### config.mk
export PLATFORM = sky130hd
export DESIGN_NAME = ws2811_decoder
export DESIGN_NICKNAME = d
export VERILOG_FILES = /design/src/rtl/ws2811_pkg.sv /design/src/rtl/ws2811_decoder_sync_2ff.sv /design/src/rtl/ws2811_decoder.sv
export SDC_FILE = /design/constraint.sdc
export NUM_CORES = 1
export LEC_CHECK = 0
export BUFFER_PORTS_ARGS = -buffer_cell sky130_fd_sc_hd__buf_2
export CAP_MARGIN = 5
export CORE_MARGIN = 4
export CORE_UTILIZATION = 40
export DETAILED_ROUTE_END_ITERATION = 12
export GPL_ROUTABILITY_DRIVEN = 1
export PLACE_DENSITY = 0.67
export SKIP_CTS_REPAIR_TIMING = 1
export SLEW_MARGIN = 20
export SYNTH_ARGS = -nofsm -noshare
export SYNTH_HDL_FRONTEND = slang
export SYNTH_SLANG_ARGS = --single-unit
### constraint.sdc
create_clock -name clk -period 2.2 [get_ports clk]
set_clock_uncertainty 0.1 [all_clocks]
set_input_delay 0.44 -clock clk [delete_from_list [all_inputs] [get_ports clk]]
set_output_delay 0.44 -clock clk [all_outputs]
set_load 0.005 [all_outputs]
### src/rtl/ws2811_pkg.sv
`timescale 1ns/1ps
// -----------------------------------------------------------------------------
// ws2811_pkg
//   Shared definitions for the WS2811 line decoder and its encoder twin.
//   - Decoder FSM state codes (SYNC, LOW, HIGH).
//   - Nominal WS2811 timing at 60 MHz, in clk cycles.
//   - Default decode thresholds used by the decoder parameters.
//   - Saturating 16-bit increment shared by the cycle and byte counters.
// -----------------------------------------------------------------------------
package ws2811_pkg;

  // Decoder FSM state codes.
  localparam logic [1:0] ST_SYNC = 2'd0;  // waiting for a full latch gap
  localparam logic [1:0] ST_LOW  = 2'd1;  // line low between bits
  localparam logic [1:0] ST_HIGH = 2'd2;  // measuring a high pulse

  // Nominal encoder timing at 60 MHz (clk cycles).
  localparam int T0H_CYC    = 18;    // high time of a '0'
  localparam int T1H_CYC    = 42;    // high time of a '1'
  localparam int TBIT_CYC   = 75;    // full bit period
  localparam int TRESET_CYC = 3000;  // latch/reset gap (50 us)

  // Default decode thresholds (clk cycles).
  localparam int TH_MIN_CYC = 6;     // shorter highs are glitches
  localparam int T1_MIN_CYC = 33;    // '1' at or above this width
  localparam int TH_MAX_CYC = 90;    // longer highs are timeouts

  // Increment that sticks at all-ones instead of wrapping.
  function automatic logic [15:0] sat_inc16(input logic [15:0] value);
    return (value == 16'hFFFF) ? value : value + 16'd1;
  endfunction

endpackage

### src/rtl/ws2811_decoder_sync_2ff.sv
`timescale 1ns/1ps
// -----------------------------------------------------------------------------
// sync_2ff
//   Two-stage synchronizer for a single asynchronous bit. Both stages clear to
//   0 on reset so the decoder sees an idle (low) line coming out of reset.
//
// Ports
//   clk  in   system clock
//   rst  in   synchronous, active-high reset
//   d    in   asynchronous input
//   q    out  synchronized copy of d, two clk edges later
// -----------------------------------------------------------------------------
module sync_2ff (
  input  logic clk,
  input  logic rst,
  input  logic d,
  output logic q
);

  logic meta;

  always_ff @(posedge clk) begin
    // NOTE: flops use non-blocking assignments so both stages sample the
    // pre-edge values; blocking here would collapse the chain into one stage.
    if (rst) begin
      meta <= 1'b0;
      q    <= 1'b0;
    end else begin
      meta <= d;
      q    <= meta;
    end
  end

endmodule

### src/rtl/ws2811_decoder.sv
`timescale 1ns/1ps
// -----------------------------------------------------------------------------
// ws2811_decoder
//   Recovers bytes from a WS2811 single-wire stream by measuring each high
//   pulse with the system clock. Bits arrive MSB first; eight bits make a byte.
//   A long low period (latch gap) closes the frame.
//
// Ports
//   clk          in   60 MHz system clock, rising edge only
//   rst          in   synchronous, active-high reset
//   din          in   asynchronous WS2811 serial line
//   data_out     out  [7:0]  last decoded byte, held until the next one
//   data_valid   out  one-cycle pulse, data_out carries a new byte
//   frame_end    out  one-cycle pulse, latch gap after at least one byte
//   bit_error    out  one-cycle pulse, glitch, timeout or partial byte at gap
//   frame_bytes  out  [15:0] bytes decoded in this frame, saturating
//
// Latency: data_valid rises 4 clk edges after din falls on the 8th bit
// (2 synchronizer stages, 1 decode stage, 1 output stage).
// -----------------------------------------------------------------------------
module ws2811_decoder
  import ws2811_pkg::*;
#(
  parameter int TH_MIN = TH_MIN_CYC,
  parameter int T1_MIN = T1_MIN_CYC,
  parameter int TH_MAX = TH_MAX_CYC,
  parameter int TRESET = TRESET_CYC
) (
  input  logic        clk,
  input  logic        rst,
  input  logic        din,
  output logic [7:0]  data_out,
  output logic        data_valid,
  output logic        frame_end,
  output logic        bit_error,
  output logic [15:0] frame_bytes
);

  // Thresholds at counter width so every compare is 16 bits on both sides.
  localparam logic [15:0] TH_MIN_W   = 16'(TH_MIN);
  localparam logic [15:0] T1_MIN_W   = 16'(T1_MIN);
  localparam logic [15:0] TH_MAX_W   = 16'(TH_MAX);
  localparam logic [15:0] GAP_LAST_W = 16'(TRESET - 1);

  logic        ds;          // synchronized din
  logic        ds_d;        // ds one cycle earlier, for edge detection
  logic        rise;
  logic        fall;
  logic [1:0]  state;
  logic [15:0] cnt;         // shared run-length counter
  logic [15:0] cnt_inc;
  logic        width_ok;    // high width is a legal bit
  logic        bit_val;     // decoded value for a legal width
  logic [7:0]  shift_reg;
  logic [2:0]  bit_idx;
  logic        byte_done;   // 8th bit just shifted in; publish next cycle
  logic        fb_clear;    // latch pulse just issued; clear frame_bytes next

  sync_2ff u_sync (
    .clk (clk),
    .rst (rst),
    .d   (din),
    .q   (ds)
  );

  always_comb begin
    // NOTE: every signal driven here is assigned on all paths, so no latch is
    // inferred; keep it that way when adding conditions.
    rise     = ds & ~ds_d;
    fall     = ~ds & ds_d;
    cnt_inc  = sat_inc16(cnt);
    // In HIGH, cnt equals the number of high cycles seen so far, so on the
    // falling-edge cycle it is exactly the pulse width.
    width_ok = (cnt >= TH_MIN_W) && (cnt <= TH_MAX_W);
    bit_val  = (cnt >= T1_MIN_W);
  end

  always_ff @(posedge clk) begin
    if (rst) begin
      ds_d        <= 1'b0;
      state       <= ST_SYNC;
      cnt         <= 16'd0;
      shift_reg   <= 8'd0;
      bit_idx     <= 3'd0;
      byte_done   <= 1'b0;
      fb_clear    <= 1'b0;
      data_out    <= 8'd0;
      data_valid  <= 1'b0;
      frame_end   <= 1'b0;
      bit_error   <= 1'b0;
      frame_bytes <= 16'd0;
    end else begin
      ds_d       <= ds;
      byte_done  <= 1'b0;
      fb_clear   <= 1'b0;
      data_valid <= 1'b0;
      frame_end  <= 1'b0;
      bit_error  <= 1'b0;

      // Output stage. A completed byte and a latch clear are thousands of
      // cycles apart, so the two branches never compete.
      if (byte_done) begin
        data_out    <= shift_reg;
        data_valid  <= 1'b1;
        frame_bytes <= sat_inc16(frame_bytes);
      end else if (fb_clear) begin
        frame_bytes <= 16'd0;
      end

      case (state)
        // Hunt for a full latch gap before trusting any edge; this is how the
        // decoder regains framing after reset or a line error.
        ST_SYNC: begin
          if (ds) begin
            cnt <= 16'd0;
          end else if (cnt == GAP_LAST_W) begin
            state <= ST_LOW;
            cnt   <= 16'd0;
          end else begin
            cnt <= cnt_inc;
          end
        end

        ST_LOW: begin
          if (rise) begin
            state <= ST_HIGH;
            cnt   <= 16'd1;  // the rising-edge cycle is the first high cycle
          end else begin
            // cnt saturates, so the gap action below fires once per gap.
            cnt <= cnt_inc;
            if (cnt == GAP_LAST_W) begin
              if (bit_idx != 3'd0) begin
                bit_error <= 1'b1;
                fb_clear  <= 1'b1;
              end else if (frame_bytes != 16'd0) begin
                frame_end <= 1'b1;
                fb_clear  <= 1'b1;
              end
              bit_idx   <= 3'd0;
              shift_reg <= 8'd0;
            end
          end
        end

        ST_HIGH: begin
          if (fall) begin
            if (width_ok) begin
              state     <= ST_LOW;
              cnt       <= 16'd1;  // the falling-edge cycle is already low
              shift_reg <= {shift_reg[6:0], bit_val};
              bit_idx   <= bit_idx + 3'd1;
              byte_done <= (bit_idx == 3'd7);
            end else begin
              // Glitch: drop the partial byte and resynchronize. frame_bytes
              // is kept so the count survives until the next latch gap.
              state     <= ST_SYNC;
              cnt       <= 16'd1;
              bit_error <= 1'b1;
              bit_idx   <= 3'd0;
              shift_reg <= 8'd0;
            end
          end else if (cnt == TH_MAX_W) begin
            // This high cycle would make the width TH_MAX+1: timeout.
            state     <= ST_SYNC;
            cnt       <= 16'd0;
            bit_error <= 1'b1;
            bit_idx   <= 3'd0;
            shift_reg <= 8'd0;
          end else begin
            cnt <= cnt_inc;
          end
        end

        default: begin
          state <= ST_SYNC;
          cnt   <= 16'd0;
        end
      endcase
    end
  end

endmodule

Word level (Yosys, flattened, before mapping)
Cells that the tools add are included.
- bits of input ports: 3
- register bits after elaboration: 61
- word-level logic and storage cells: 94
- output and inout bits: 27
- mux-type cells: 39
- bitwise operators: 9
- order comparisons: 3
- $add $sub $neg: 3
- reductions and logical operators: 12
- equal/unequal tests: 14
- operators with widths (kind ; count):
    $mux 16 ; 9
    $pmux 16 s3 ; 1
    $mux 8 ; 5
    $add 16x1->16 const B ; 2
    $eq 16x16->1 const B ; 2
    $eq 16x12->1 const B ; 1
    $eq 16x7->1 const B ; 1
    $ge 16x3->1 const B ; 1
    $ge 16x6->1 const B ; 1
    $le 16x7->1 const B ; 1
    $pmux 8 s2 ; 1
    $reduce_bool 16->1 ; 1
    $mux 3 ; 5
    $ne 2x2->1 const B ; 6
    $mux 1 ; 10
    $mux 2 ; 5
    $reduce_and 4->1 ; 2
    $reduce_or 4->1 ; 2
    $not 1->1 ; 7
    $pmux 2 s3 ; 1
    $pmux 3 s2 ; 1
    $reduce_or 5->1 ; 1
    $reduce_bool 2->1 ; 2
    $add 3x1->3 const B ; 1
    other kinds (10) ; 11

Logic depth before layout (Yosys ltp)
- word-level depth: 5
- mapped depth: 7
- gate-level depth less buffers: 7

Cells and area by module
A second synthesis with hierarchy kept.
- cells, all modules: 345
- area, all modules: 3124.2 µm²
- by module, submodules not included (module ; cells an instance ; area an instance (µm²) ; seq. area each (µm²) ; instances):
    ws2811_decoder ; 341 ; 3071.7 ; 1181.1 ; 1
    sync_2ff ; 4 ; 52.6 ; 40.0 ; 1

Least setup slack after synthesis
Ideal clock, no wire load.
- kind: register to register
- start: register cnt[13]
- end: register cnt[3]
- cell stages (with the launch flop): 8
- clock period less this slack: 2.378 ns
- setup time: 0.115 ns
- buffers on the path: 2
- slack: -0.178 ns
- required time: 1.985 ns
- arrival time: 2.163 ns
- path through: dfxtp_1 > or4_4 > or3_1 > buf_6 > o21a_4 > o311ai_4 > buf_6 > nor2_1
- word-level cells in the longest chain between the ends: 5
- elaborated cells between the ends (all ways): 10
- those cells by class: eq/ne: 3; mux: 7
- RTL lines (what ; line ; text):
    start: declaration ; ws2811_decoder.sv:50 ; logic [15:0] cnt;
    start signal: assignment ; ws2811_decoder.sv:120 ; cnt <= cnt_inc;
    start signal: assignment ; ws2811_decoder.sv:130 ; cnt <= cnt_inc;
    start signal: assignment ; ws2811_decoder.sv:170 ; cnt <= cnt_inc;
    $eq 16x16->1 ; ws2811_pkg.sv:30 ; return (value == 16'hFFFF) ? value : value + 16'd1;
    $mux 16 ; ws2811_pkg.sv:30 ;
    $mux 16, on equally long branches ; ws2811_decoder.sv:162, ws2811_decoder.sv:116 ;
    $mux 16, on equally long branches ; ws2811_decoder.sv:146, ws2811_decoder.sv:114 ;
    $pmux 16 s3 * ; ws2811_decoder.sv:110 ; case (state)
Mark *: on every way between the ends. The rest lies on a longest branch, timed or not.
A chain may end at the register's enable or synchronous reset.

Worst setup path in the final report
- start: register cnt[12]
- end: register shift_reg[3]
- word-level cells in the longest chain between the ends: 5
- elaborated cells between the ends (all ways): 11
- those cells by class: order compare: 2; eq/ne: 4; mux: 3; reduce/logical: 2
- RTL lines (what ; line ; text):
    $ge 16x3->1 or $le 16x7->1 (tied branches) ; ws2811_decoder.sv:74 ; width_ok = (cnt >= TH_MIN_W) && (cnt <= TH_MAX_W);
    $logic_and 1x1->1 ; ws2811_decoder.sv:74 ;
    $mux 8 ; ws2811_decoder.sv:147 ; if (width_ok) begin
    $mux 8 ; ws2811_decoder.sv:146 ; if (fall) begin
    $pmux 8 s2 ; ws2811_decoder.sv:110 ;
    end signal: assignment ; ws2811_decoder.sv:150 ; shift_reg <= {shift_reg[6:0], bit_val};
    end: declaration ; ws2811_decoder.sv:54 ; logic [7:0] shift_reg;
Parallel ways exist; a longest one is shown, timed or not.

==> summary.txt <==
Tcrit/Tclk final = 101%
Post-Syn Area = 0.00322 mm2
IO Count = 30
CTS tree = yes
largest family of logic cells by synthesized area = simple AND/OR/NAND/NOR gates
EDFF count, synth = 0
Post-Syn Nets = 379
Layout area overhead = 23.5%
Place WS = -0.0911 ns
H-Tree Depth = 3
die height = 97.8 um
Critical Path Source Type = flip-flop
Post-Syn Area per Cell = 8.88 um2
Largest regs = cnt x16, frame_bytes x16
Int Pwr = 0.00169 W
ant diodes = 0
CP max stage cell = or4_4
drt via density = 5.34
final count of hold timing violations = 0
switch share = 22.2%
Clock Path Buffers = 2
layout cells sized above 1 = 25.2%
failing checks = setup timing
crit end category = flip-flop
Pins Over Slew Limit = 0
crit-path max FO = 5
complex-gate fraction of the synthesized area = 14.1%
vias = 2,838
DRC Markers = 0
CTS Root Buffer Type = clkbuf_8
setup tns final = -0.0672 ns
chip width = 97.8 um
RSZ-0062 raised after global routing = yes
Synth async-reset ratio = 0%
vias in the first global route = 2,676
Synth warnings = 0
WL/cell = 13.5 um
Antenna Nets Post-Route = 0
pwr dens = 546 mW/mm2
core area = 0.00777 mm2
CP arrival = 2.38 ns
P_leak = 1.49 nW
CTS Buf Count = 9
worst slew pin tran = 0.545 ns
Starting Density = 41.5%
CTS Sinks = 61
Total Power Consumption = 0.00217 W
multiplexer area fraction after synthesis = 7.49%
Fmax = 451 MHz
Primary FF master, synth = dfxtp_1
#FFs+latches synth = 61
Gate power share = 3.2%
first-pass GRT wire length = 12,100 um
largest net degree at the start of global routing = 21
Rel. slew slack = 62.7%
first drt pass iteration count = 4
Post-Synthesis Cells = 363
adder-cell share of the synthesized area = 5.05%
HP Class = primary input to flip-flop
crit-path cells = or4_4 > or3_4 > buf_6 > a2111oi_4 > buf_4 > nand3_1 > mux2i_1
# nets final = 440
Worst IR Drop VDD = 0.404 mV
clock latency on the worst-skew pair = 0.34 ns
Netlist cell types = 58
total track usage = 15.4%
crit path kind = flip-flop to flip-flop
Post-DP Area = 0.00371 mm2
Total Wirelength = 7160 um
Simple-Gate Fraction of Synth Area = 25.9%
Final Hold Slack = 0.208 ns
Worst Path Required = 2.37 ns
final worst slack = -0.0167 ns
initial antenna violation count = 0
critical path buffer and inverter count = 2
Seq pwr share = 51.5%
Seq/Total Area, Yosys = 37.9%
post-synthesis xor/xnor area fraction = 5.16%
FP Rows = 32
# port buffers = 29
max_cap viols = 0
CTS clk-pin slew, worst paths = 0.07 ns
power share of the clock group = 45.3%
status = finished, violations left
crit path time final = 2.22 ns
DRT iter0 DRCs = 124
most common cell after layout, fill and taps aside = dfxtp_1
switching pwr = 0.000483 W
GRT overflow = 0
die area = 0.00956 mm2
crit-path max cell delay = 0.53 ns
placed wire-length estimate = 5200 um
CP top delay family = simple AND/OR/NAND/NOR gates
Placer Congestion = 0.888
final setup fails = 13
post-route cell area = 0.00398 mm2
most frequent cells in the layout = 57 x dfxtp_1, 31 x buf_4, 29 x nor2_1, 29 x buf_2
## area by class of cell
type	count	area, um2
Inverter	19	71.3
Timing Repair Buffer	65	452
Tap cell	102	128
Clock buffer	12	145
Sequential cell	61	1230
Multi-Input combinational cell	268	1910
Clock inverter	4	47.5
Fill cell	741	3790
## cell usage after synthesis (2+ instances only)
| cell | number | area [um2] |
|---|---|---|
| ha_1 | 13 | 163 |
| and2_1 | 6 | 37.5 |
| nor2b_1 | 6 | 37.5 |
| a2111oi_0 | 2 | 17.5 |
| nor4b_1 | 3 | 26.3 |
| mux2i_1 | 23 | 230 |
| and3_2 | 2 | 15.0 |
| nand3_1 | 28 | 140 |
| a31o_2 | 2 | 17.5 |
| and4_1 | 3 | 26.3 |
| nand2_1 | 27 | 101 |
| o2111ai_1 | 2 | 17.5 |
| a31oi_1 | 4 | 25.0 |
| buf_6 | 2 | 22.5 |
| and3_1 | 8 | 50.1 |
| nor4_1 | 8 | 50.1 |
| o21ai_0 | 5 | 25.0 |
| o21a_1 | 2 | 15.0 |
| or3_1 | 2 | 12.5 |
| o21bai_1 | 2 | 15.0 |
| clkbuf_1 | 11 | 41.3 |
| nand2b_1 | 5 | 31.3 |
| dfxtp_1 | 61 | 1220 |
| nor3_1 | 8 | 40.0 |
| a21oi_1 | 12 | 60.1 |
| nor2_1 | 29 | 109 |
| nor2_2 | 2 | 12.5 |
| nand4_1 | 9 | 56.3 |
| xor2_1 | 3 | 26.3 |
| xnor2_1 | 16 | 140 |
| a21boi_0 | 2 | 15.0 |
| a211oi_1 | 7 | 52.6 |
| nor4_2 | 2 | 25.0 |
| buf_1 | 2 | 7.51 |
| inv_1 | 19 | 71.3 |
| a22o_1 | 3 | 26.3 |
## per-layer routing
| layer | wire, um | vias to the layer above | track usage (%) |
|---|---|---|---|
| met2 | 3300 | 71 | 23.8 |
| met3 | 340 | 16 | 5.64 |
| met5 | 0 | - | 0 |
| li1 | - | 1434 | - |
| met1 | 3370 | 1317 | 19.5 |
| met4 | 155 | 0 | 6.07 |
## worst paths after layout
path	startpoint	to	slack [ns]	cells past startpoint
min reg2reg	u_sync.meta	u_sync.q	0.36	1
max reg2reg	cnt[12]	shift_reg[3]	-0.02	7
min	din	u_sync.meta	0.21	2
max	cnt[12]	shift_reg[3]	-0.02	7
## metrics by stage
step | cells | util [%]
finish | 531 | 51.3
global route | 531 | 51.3
CTS | 529 | 50.3
detailed placement | 513 | 47.8
global placement | 513 | 47.8
floorplan | 363 | -
## kinds of logic after synthesis
group,after synthesis
buffers and inverters,34
flip-flops,61
multiplexers,24
AND/OR/NAND/NOR,155
adder cells (fa/ha/maj),13
AO/OA/AOI/OAI,57
XOR/XNOR,19
## power by group through the flow
stage	combinational (W)	clock, W	sequential, W
floorplan	0.0000462	0	0.00114
global placement	0.0000680	0	0.00114
detailed placement	0.0000697	0	0.00114
CTS	0.0000698	0.00102	0.00112
global route	0.0000779	0.00107	0.00112
finish	0.0000696	0.000985	0.00112
(Power assumes the default switching activity.)
